===== config.mk =====
export PLATFORM = sky130hd
export DESIGN_NAME = pipe_stage_skid
export DESIGN_NICKNAME = d
export VERILOG_FILES = /design/src/rtl/pipe_stage_skid.sv
export SDC_FILE = /design/constraint.sdc
export NUM_CORES = 1
export LEC_CHECK = 0
export ABC_AREA = 1
export ABC_CLOCK_PERIOD_IN_PS = 3400
export CAP_MARGIN = 15
export CORE_MARGIN = 1
export CORE_UTILIZATION = 51
export DETAILED_ROUTE_END_ITERATION = 10
export GPL_ROUTABILITY_DRIVEN = 0
export PLACE_DENSITY = 0.81
export SLEW_MARGIN = 30
export SYNTH_ARGS = -nofsm -noshare
export SYNTH_HDL_FRONTEND = slang
export SYNTH_SLANG_ARGS = --single-unit
export TNS_END_PERCENT = 50

===== constraint.sdc =====
create_clock -name clk -period 3.4 [get_ports clk]
set_clock_uncertainty 0.15 [all_clocks]
set_input_delay 0.68 -clock clk [delete_from_list [all_inputs] [get_ports clk]]
set_output_delay 0.68 -clock clk [all_outputs]
set_load 0.02 [all_outputs]

===== src/rtl/pipe_stage_skid.sv =====
// Valid/ready pipeline-stage register with an optional two-entry skid buffer,
// synchronous flush with bubble insertion, and saturating stall/drop counters.
//
// state   | meaning
// EMPTY   | nothing stored, out_valid=0
// FULL    | one entry in the main register
// SKIDDED | main and skid registers both hold entries, in_ready=0
module pipe_stage_skid #(
  parameter int unsigned       CTRL_W      = 8,
  parameter int unsigned       DATA_W      = 64,
  parameter logic [CTRL_W-1:0] BUBBLE_CTRL = '0,
  parameter bit                SKID        = 1'b1,
  parameter int unsigned       CNT_W       = 16
) (
  input  logic              clk,
  input  logic              rst,
  input  logic              flush,
  input  logic              in_valid,
  output logic              in_ready,
  input  logic [CTRL_W-1:0] in_ctrl,
  input  logic [DATA_W-1:0] in_data,
  output logic              out_valid,
  input  logic              out_ready,
  output logic [CTRL_W-1:0] out_ctrl,
  output logic [DATA_W-1:0] out_data,
  output logic [1:0]        occupancy,
  input  logic              clr_stats,
  output logic [CNT_W-1:0]  stall_cnt,
  output logic [CNT_W-1:0]  drop_cnt
);

  typedef enum logic [1:0] {
    EMPTY   = 2'd0,
    FULL    = 2'd1,
    SKIDDED = 2'd2
  } state_t;

  localparam logic [CNT_W-1:0] CNT_MAX = '1;

  state_t            state, state_n;
  logic [CTRL_W-1:0] m_ctrl, m_ctrl_n, s_ctrl, s_ctrl_n;
  logic [DATA_W-1:0] m_data, m_data_n, s_data, s_data_n;
  logic              rdy_q, rdy_n;
  logic              accept, consume;
  logic [1:0]        drop_inc;
  logic              stall_inc;
  logic [CNT_W:0]    drop_sum;

  assign out_valid = (state != EMPTY);
  assign out_ctrl  = out_valid ? m_ctrl : BUBBLE_CTRL;
  assign out_data  = m_data;

  // Without the skid register the only way to take a new entry while full is
  // to hand the current one downstream in the same cycle.
  assign in_ready  = SKID ? rdy_q : (!out_valid || out_ready);

  assign accept    = in_valid && in_ready;
  assign consume   = out_valid && out_ready;
  assign stall_inc = out_valid && !out_ready && !flush;

  always_comb begin
    occupancy = 2'd0;
    case (state)
      FULL:    occupancy = 2'd1;
      SKIDDED: occupancy = 2'd2;
      default: occupancy = 2'd0;
    endcase
  end

  always_comb begin
    state_n  = state;
    m_ctrl_n = m_ctrl;
    m_data_n = m_data;
    s_ctrl_n = s_ctrl;
    s_data_n = s_data;
    drop_inc = 2'd0;
    if (flush) begin
      // An entry consumed this cycle still leaves downstream, so it is not a drop.
      state_n  = EMPTY;
      drop_inc = occupancy - 2'(consume) + 2'(accept);
    end else begin
      case (state)
        EMPTY: begin
          if (accept) begin
            state_n  = FULL;
            m_ctrl_n = in_ctrl;
            m_data_n = in_data;
          end
        end
        FULL: begin
          if (accept && consume) begin
            m_ctrl_n = in_ctrl;
            m_data_n = in_data;
          end else if (accept) begin
            if (SKID) begin
              state_n  = SKIDDED;
              s_ctrl_n = in_ctrl;
              s_data_n = in_data;
            end
          end else if (consume) begin
            state_n = EMPTY;
          end
        end
        SKIDDED: begin
          if (consume) begin
            state_n  = FULL;
            m_ctrl_n = s_ctrl;
            m_data_n = s_data;
          end
        end
        default: state_n = EMPTY;
      endcase
    end
  end

  assign rdy_n = (state_n != SKIDDED);

  always_ff @(posedge clk or negedge rst) begin
    if (!rst) begin
      state  <= EMPTY;
      m_ctrl <= BUBBLE_CTRL;
      m_data <= '0;
      s_ctrl <= '0;
      s_data <= '0;
      rdy_q  <= 1'b1;
    end else begin
      state  <= state_n;
      m_ctrl <= m_ctrl_n;
      m_data <= m_data_n;
      s_ctrl <= s_ctrl_n;
      s_data <= s_data_n;
      rdy_q  <= rdy_n;
    end
  end

  assign drop_sum = {1'b0, drop_cnt} + (CNT_W+1)'(drop_inc);

  always_ff @(posedge clk or negedge rst) begin
    if (!rst) begin
      stall_cnt <= '0;
      drop_cnt  <= '0;
    end else if (clr_stats) begin
      stall_cnt <= '0;
      drop_cnt  <= '0;
    end else begin
      if (stall_inc && (stall_cnt != CNT_MAX))
        stall_cnt <= stall_cnt + CNT_W'(1);
      if (drop_sum[CNT_W])
        drop_cnt <= CNT_MAX;
      else
        drop_cnt <= drop_sum[CNT_W-1:0];
    end
  end

endmodule


==> metrics.yaml <==
cp_max_fo: 7
layout.nets: 1284
switchingPower_mw: 1.82
p_clk_share_pct: 32.3
io_pins: 186
power_density_nw_per_um2: 572
first_pass_iters: 5
p_int_mw: 4.47
placementRows: 46
path_clk_slew_ns: 0.07
synth-simple-area-share_pct: 20.5
io_buffers: 185
dieWidth_um: 130
crit_type: "primary input to register"
hold_viol_final: 0
synth_flop_cell: "dfrtp_1"
fin_area_um2: 11000
critPathTopFamily: "buffers and inverters"
dp_cells: 1398
dieArea_um2: 16800
n_antenna_cell: 0
wl_per_cell_um: 13.3
antenna_left: 0
synthTopCellsByArea: "dfrtp_1 54%, nand2_1 15%, o21ai_1 7.3%"
yosys.area_share.xor_xnor_pct: 1.16
synth_compound_area_share_pct: 15.0
slew_viol_final: 0
setup-violations-final: 0
synth-adder-area-share_pct: 0.842
root_buffer: "clkbuf_16"
start_util_pct: 52.4
fmax_ghz: 0.314
hpwlAfterDp_um: 12900
core_area_um2: 15900
ys_types: 30
post-synth-top-count-cell: "nand2_1"
hold_path.class: "primary input to asynchronous set/reset pin"
netlist_area_um2: 8320
synth.avg_cell_area_um2: 8.10
rsz0062_at_grt: "no"
grt_pass1_wl_um: 31500
synth-edff-count: 0
wl_um: 19000
antenna_found_initial: 0
clk_latency_ns: 0.43
routed_via_density: 5.00
grt_max_degree: 87
seqPwrFrac_pct: 45.3
grt_usage_pct: 24.0
drt_first_iter_violations: 488
slowest_delay_ns: 0.52
power_leakage_nw: 5.32
yosysWarnings: 0
fin_crit_sh_pct: 93.7
cp.arrival_ns: 3.40
cts_max_path_buffers: 2
cts_sinks: 179
drive_gt1_share_pct: 6.43
htreeDepth: 4
swShare_pct: 29.0
timing.final.ws_setup_ns: 0.214
finalPower_mw: 6.30
synth-async-reset-ratio_pct: 100
dpl_worst_slack_ns: -0.284
dieHeight_um: 130
worstMarginPinSlew_ns: 0.726
cp-start-kind: "primary input"
comb_power_share_pct: 22.4
muxShareOfSynthArea_pct: 0
num_vias: 7143
path_cells: "clkdlybuf4s50_1 > inv_1 > nor2_1 > inv_1 > nand2_1 > nand2_1 > ha_1 > nand2_1 > inv_1 > ha_1 > inv_1 > fa_2 > nor2_2 > buf_4 > nand3_1 > buf_4 > nand3_1 > nand2_1 > inv_1"
drc: 0
post-route-min-period_ns: 3.19
outcome: "finished clean"
postCtsHoldBufs: 0
synth_top_family_by_area: "simple AND/OR/NAND/NOR gates"
fin_cells: 1429
max-slew-margin-rel_pct: 51.6
synth_top_area_share_pct: 53.5
synth_nets: 1110
cp-end-kind: "register"
dpl_cell_area_um2: 10400
yosysSeqAreaShare_pct: 53.9
grt_overflow: 0
synth.ff_latch_count: 179
yosys.area.top_type: "dfrtp_1"
cts_tree: "built"
grt_pass1_vias: 6587
cpMostUsedCell: "inv_1"
area_delta_synth_final_pct: 32.3
path_buf_inv: 8
slowest_stage: "clkdlybuf4s50_1"
synth.cells.most_frequent: "325 x nand2_1, 178 x dfrtp_1, 121 x o21ai_1, 109 x inv_1, 104 x o21ai_0"
cts_buffers: 17
fill_cells: 1289
ir_drop_mv: 0.384
synthCells: 1027
maxCapViolations: 0
postLayoutCoreUtil_pct: 69.3
required_ns: 3.62
-- state kept, by name, indices dropped and copies added, names as in the netlist --
| name | count |
|---|---|
| drop_cnt | 16 |
| in_ready | 1 |
| m_ctrl | 8 |
| out_data | 64 |
| s_ctrl | 8 |
| s_data | 64 |
| stall_cnt | 16 |
| state | 2 |
-- layout make-up --
class	count	area [um2]	area share, %
clock buffer	20	467	4.24
timing repair buffer	207	2070	18.8
clock inverter	11	151	1.38
sequential	179	4480	40.7
inverter	114	430	3.91
multi-input combinational	682	3140	28.5
tap	216	270	2.46
-- metal layers --
metal,track usage (%),routed length [um],vias to the layer above,share of wire [%]
li1,-,-,3629,-
met1,31.9,8560,3258,45
met2,37.7,8770,225,46
met3,6.77,1290,31,6.8
met4,8.76,403,0,2.1
met5,0,0,-,0
-- cells by family after synthesis --
kind of cell,Yosys count
fa+ha+maj,5
flops,179
xor+xnor,11
compound gates,245
simple gates,421
buf+inv,166
-- layout by cell type (no fill, tap or decap), types with 6 or more instances in the layout --
| cell | count |
|---|---|
| o21ai_1 | 122 |
| nand4_1 | 15 |
| clkdlybuf4s50_1 | 184 |
| nor2_2 | 6 |
| clkbuf_16 | 17 |
| dfrtp_1 | 178 |
| buf_4 | 18 |
| nand3_1 | 21 |
| inv_1 | 109 |
| xor2_1 | 9 |
| a21oi_1 | 11 |
| nand2_1 | 325 |
| o21ai_0 | 103 |
| nor2_1 | 44 |
-- path summary, 6_finish.rpt --
kind | to | cells after the start | start | slack [ns]
min in group clk | s_ctrl[3] | 2 | s_ctrl[3] | 0.33
hold / removal | out_data[8] | 1 | rst | 0.07
hold reg to reg | s_ctrl[3] | 2 | s_ctrl[3] | 0.33
max in group asynchronous | stall_cnt[15] | 2 | rst | 2.25
setup reg to reg | drop_cnt[13] | 16 | in_ready | 0.60
setup / recovery | drop_cnt[13] | 19 | out_ready | 0.21
-- power groups by stage --
stage	Sequential [mW]	Combinational, mW	Clock, mW
6_report	2.85	1.41	2.04
4_1_cts	2.85	1.43	2.07
3_3_place_gp	2.86	1.39	0
2_1_floorplan	3.04	0.574	0
3_5_place_dp	2.88	1.42	0
5_1_grt	2.90	1.57	2.17
-- through the flow --
step           hold WS [ns]  setup TNS, ns
2_1_floorplan         0.234              0
3_3_place_gp          0.312          -2.48
3_5_place_dp          0.319          -3.62
4_1_cts              0.0826              0
5_1_grt              0.0973              0
6_report             0.0745              0
-- repair_timing --
item | in CTS | in global routing
setup endpoints to repair | 0 | 12
gates resized for setup | 0 | 5
setup buffers | 0 | 0
-- worst register-to-register path, cell delays in order, from the launching register on --
cell	delay [ns]
dfstp_2	0.53
nand2_1	0.11
nand2_1	0.14
nand2_1	0.08
ha_1	0.27
nand2_1	0.05
inv_1	0.07
ha_1	0.16
inv_1	0.06
fa_2	0.38
nor2_2	0.18
buf_4	0.13
nand3_1	0.08
buf_4	0.18
nand3_1	0.09
nand2_1	0.05
inv_1	0.05
(Power assumes the default switching activity.)
